<file path="config.mk">
export PLATFORM = sky130hd
export DESIGN_NAME = div_seq_unit
export DESIGN_NICKNAME = d
export VERILOG_FILES = /design/src/rtl/div_seq_unit.sv
export SDC_FILE = /design/constraint.sdc
export NUM_CORES = 1
export LEC_CHECK = 0
export ABC_CLOCK_PERIOD_IN_PS = 5800
export BUFFER_PORTS_ARGS = -buffer_cell sky130_fd_sc_hd__buf_2
export CORE_MARGIN = 10
export CORE_UTILIZATION = 55
export CTS_CLUSTER_DIAMETER = 100
export DETAILED_ROUTE_END_ITERATION = 12
export GPL_TIMING_DRIVEN = 0
export HOLD_SLACK_MARGIN = 0.15
export PLACE_DENSITY = 0.82
export SYNTH_ARGS = -nofsm -noshare
export SYNTH_HDL_FRONTEND = slang
export SYNTH_SLANG_ARGS = --single-unit
</file>
<file path="constraint.sdc">
create_clock -name clk_i -period 5.8 [get_ports clk_i]
set_clock_uncertainty 0.05 [all_clocks]
set_input_delay 0.58 -clock clk_i [delete_from_list [all_inputs] [get_ports clk_i]]
set_output_delay 0.58 -clock clk_i [all_outputs]
set_load 0.005 [all_outputs]
</file>
<file path="src/rtl/div_seq_unit.sv">
// Sequential 8-bit restoring divider: 8 CALC cycles per operation, valid/ready on both sides.
// Optional divide-by-zero fast path is enabled by defining DIV_SEQ_DBZ_CHECK_EN.
module div_seq_unit (
  input  logic       clk_i,
  input  logic       rst_i,
  input  logic       in_valid_i,
  output logic       in_ready_o,
  input  logic [7:0] dividend_i,
  input  logic [7:0] divisor_i,
  output logic       out_valid_o,
  input  logic       out_ready_i,
  output logic [7:0] quot_o,
  output logic [7:0] rem_o,
  output logic       dbz_o
);

  typedef enum logic [1:0] {IDLE, CALC, DONE} state_t;

  state_t     state;
  state_t     state_nxt;
  logic [7:0] a;
  logic [7:0] b;
  logic [7:0] q;
  logic [8:0] r;
  logic [2:0] cnt;
  logic [8:0] t;
  logic [9:0] diff;
  logic       borrow;
  logic       div_zero;

  // One restoring step: bring in the next dividend bit, try subtracting the divisor.
  assign t      = {r[7:0], a[7]};
  assign diff   = {1'b0, t} - {2'b00, b};
  assign borrow = diff[9];

`ifdef DIV_SEQ_DBZ_CHECK_EN
  logic dbz;
  assign div_zero = (divisor_i == 8'd0);
  assign dbz_o    = dbz;
`else
  assign div_zero = 1'b0;
  assign dbz_o    = 1'b0;
`endif

  assign in_ready_o  = (state == IDLE);
  assign out_valid_o = (state == DONE);
  assign quot_o      = q;
  assign rem_o       = r[7:0];

  always_ff @(posedge clk_i) begin
    if (rst_i) state <= IDLE;
    else       state <= state_nxt;
  end

  always_comb begin
    state_nxt = state;
    case (state)
      IDLE: if (in_valid_i) state_nxt = div_zero ? DONE : CALC;
      CALC: if (cnt == 3'd0) state_nxt = DONE;
      DONE: if (out_ready_i) state_nxt = IDLE;
      default: state_nxt = IDLE;
    endcase
  end

  always_ff @(posedge clk_i) begin
    if (rst_i) begin
      a   <= 8'd0;
      b   <= 8'd0;
      q   <= 8'd0;
      r   <= 9'd0;
      cnt <= 3'd0;
`ifdef DIV_SEQ_DBZ_CHECK_EN
      dbz <= 1'b0;
`endif
    end else begin
      case (state)
        IDLE: begin
          if (in_valid_i) begin
            a   <= dividend_i;
            b   <= divisor_i;
            q   <= 8'd0;
            r   <= 9'd0;
            cnt <= 3'd7;
`ifdef DIV_SEQ_DBZ_CHECK_EN
            dbz <= div_zero;
            if (div_zero) begin
              q   <= 8'hFF;
              r   <= {1'b0, dividend_i};
              cnt <= 3'd0;
            end
`endif
          end
        end
        CALC: begin
          r <= borrow ? t : diff[8:0];
          q <= {q[6:0], ~borrow};
          a <= {a[6:0], 1'b0};
          if (cnt != 3'd0) cnt <= cnt - 3'd1;
        end
        default: ;
      endcase
    end
  end

endmodule

</file>
==> impl_metrics.env <==
export IMPL_gp_congestion=0.8080
export IMPL_num_antenna_cells=0
export IMPL_slew_limit_headroom_pct=56.28
export IMPL_powerDensity_mw_per_mm2=293.6
export IMPL_dieWidth_um=78.81
export IMPL_post_route_min_period_ns=2.061
export IMPL_clk_pin_slew_ns=0.12
export IMPL_dp_cells=313
export IMPL_syn2layout_area_growth_pct=16.18
export IMPL_layout_drive_gt1_share_pct=21.45
export IMPL_synth_area_mm2=0.001902
export IMPL_cts_root_buf="clkbuf_4"
export IMPL_grt_setup_unrepaired="false"
export IMPL_worstMarginPinSlew_ns=0.6534
export IMPL_syn_inst=230
export IMPL_overflow=0
export IMPL_drtIter0Drc=79
export IMPL_synth_async_sr_flop_share_pct=0
export IMPL_crit_type="reg -> reg"
export IMPL_track_usage_pct=15.06
export IMPL_leakage_nw=0.9857
export IMPL_yosysSeqAreaShare_pct=38.95
export IMPL_rows=21
export IMPL_synth_fp_nets=261
export IMPL_postRouteAntennaNets=0
export IMPL_routedWlPerCell_um=13.63
export IMPL_ir_drop_mv=0.2105
export IMPL_clk_path_buf_depth=2
export IMPL_synth_ff_type="dfxtp_1"
export IMPL_first_pass_iters=4
export IMPL_met2_usage_pct=24.42
export IMPL_required_ns=6.00
export IMPL_start_kind="flip-flop"
export IMPL_grt_use_met1_pct=17.70
export IMPL_coreArea_mm2=0.003337
export IMPL_cts_tree="built"
export IMPL_die_area_mm2=0.006210
export IMPL_cts_resized=0
export IMPL_postCtsHoldBufs=0
export IMPL_pin_count=39
export IMPL_finalSetupViolations=0
export IMPL_clock_fmax_ghz=0.4853
export IMPL_grt_busiest_layer="met2"
export IMPL_antenna_found_initial=0
export IMPL_grt_start_max_net_pins=13
export IMPL_vias=1703
export IMPL_cts_buffers=5
export IMPL_hold_class="in -> reg"
export IMPL_grt_pass1_vias=1716
export IMPL_drv_slew=0
export IMPL_drv_cap=0
export IMPL_cts_setup_buffers=0
export IMPL_cp_arrival_ns=2.26
export IMPL_start_util_pct=56.99
export IMPL_status="finished clean"
export IMPL_cts_htree_levels=2
export IMPL_die_h_um=78.81
export IMPL_synth_area_per_cell_um2=8.269
export IMPL_viasPerCell=5.305
export IMPL_route_detailed_drc=0
export IMPL_hold_viol_final=0
export IMPL_cp_max_fo=9
export IMPL_grt_pass1_wl_um=7783
export IMPL_port_buffers=37
export IMPL_critPathCaptureType="flip-flop"
export IMPL_totalWireLength_um=4374
export IMPL_period_share_pct=35.53
export IMPL_ys_types=46
export IMPL_fin_tns_setup_ns=0
export IMPL_yosys_register_bits=37
export IMPL_stdcell_count=321
export IMPL_cts_sinks=37
export IMPL_final_nets=305
export IMPL_synth_warnings=0
export IMPL_clk_insertion_delay_late_ns=0.34
export IMPL_final_cell_mix="nand2_1 (39), buf_2 (39), dfxtp_1 (37)"
export IMPL_use_met3_pct=5.856
export IMPL_dp_hpwl_um=3407
export IMPL_nFillCells=290
export IMPL_synth_edf_count=0
==> cell families after synthesis <==
group                      count (synthesis)  synth area share, %
muxes                                      4                2.105
DFF                                       37                38.95
buffers and inverters                     25                5.460
and+or+nand+nor                           87                19.93
other                                      1               0.1972
xor gates and xnor gates                   1               0.4606
AOI/OAI and AO/OA                         64                25.26
adders and majority gates                 11                7.632
==> cells in the mapped netlist (3+ instances only) <==
cell type	number	area (um2)
nand2_1	39	146.4
dfxtp_1	37	740.7
nor2_1	29	108.9
a21oi_1	14	70.07
inv_1	13	48.80
ha_1	10	125.1
a22oi_1	9	67.56
a311oi_1	7	61.31
clkbuf_1	6	22.52
nor2b_1	5	31.28
o21ai_0	5	25.02
a211oi_1	4	30.03
mux2i_1	4	40.04
o21ai_1	4	20.02
a22o_1	3	26.28
o21a_1	3	22.52
==> sequential cells by signal, summed over array words and instances (netlist names) <==
register	flops
quot_o	8
state	2
cnt	3
a	8
r	8
b	8
==> per-stage QoR <==
stage / worst slack, ns / util, % / instance area (um2) / total power [W] / hold WS [ns]
global placement: 3.737 / 64.27 / 2145 / 0.0005011 / 0.3928
finish: 3.739 / 66.22 / 2210 / 0.0006488 / 0.4055
detailed placement: 3.742 / 64.27 / 2145 / 0.0005053 / 0.4007
floorplan: 3.900 / - / 1902 / 0.0004551 / 0.3863
CTS: 3.725 / 66.22 / 2210 / 0.0006505 / 0.4002
global route: 3.573 / 66.22 / 2210 / 0.0006937 / 0.4006
==> per-layer routing <==
layer	vias up	share of wire (%)
met3	5	6.3
met4	0	1.2
met1	784	46
li1	882	-
met5	-	0
met2	32	47
==> critical path: stages (launching register included) <==
cell and delay [ns]:
dfxtp_1 0.34, inv_1 0.04, ha_1 0.35, a21o_1 0.25
a211oi_4 0.40, o21ai_4 0.20, mux2i_1 0.16, a22o_1 0.18
==> cell type report <==
cell class                      instances  area [um2]  share of cell area [%]
Multi-Input combinational cell        168        1057                   47.85
Clock inverter                          2       13.76                  0.6229
Tap cell                               46       57.56                   2.605
Buffer                                 11       51.30                   2.322
Inverter                               14       52.55                   2.378
Timing Repair Buffer                   37       185.2                   8.381
Clock buffer                            6       51.30                   2.322
Sequential cell                        37       740.7                   33.52
==> report_power, final <==
part	leakage [nW]	total (W)	switching, W	internal (W)
Clock	0.0382	0.000149	0.0000901	0.0000591
Sequential	0.303	0.000289	0.0000145	0.000275
Combinational	0.645	0.000210	0.000120	0.0000900
==> path summary, 6_finish.rpt <==
check / from / endpoint / slack [ns] / cells past startpoint
worst min register to register: b[6] / b[6] / 0.42 / 2
worst max register to register: b[6] / r[0] / 3.74 / 7
worst max-delay path: b[6] / r[0] / 3.74 / 7
worst min-delay path: divisor_i[2] / b[2] / 0.41 / 3
Power figures use the tool's default switching activity.
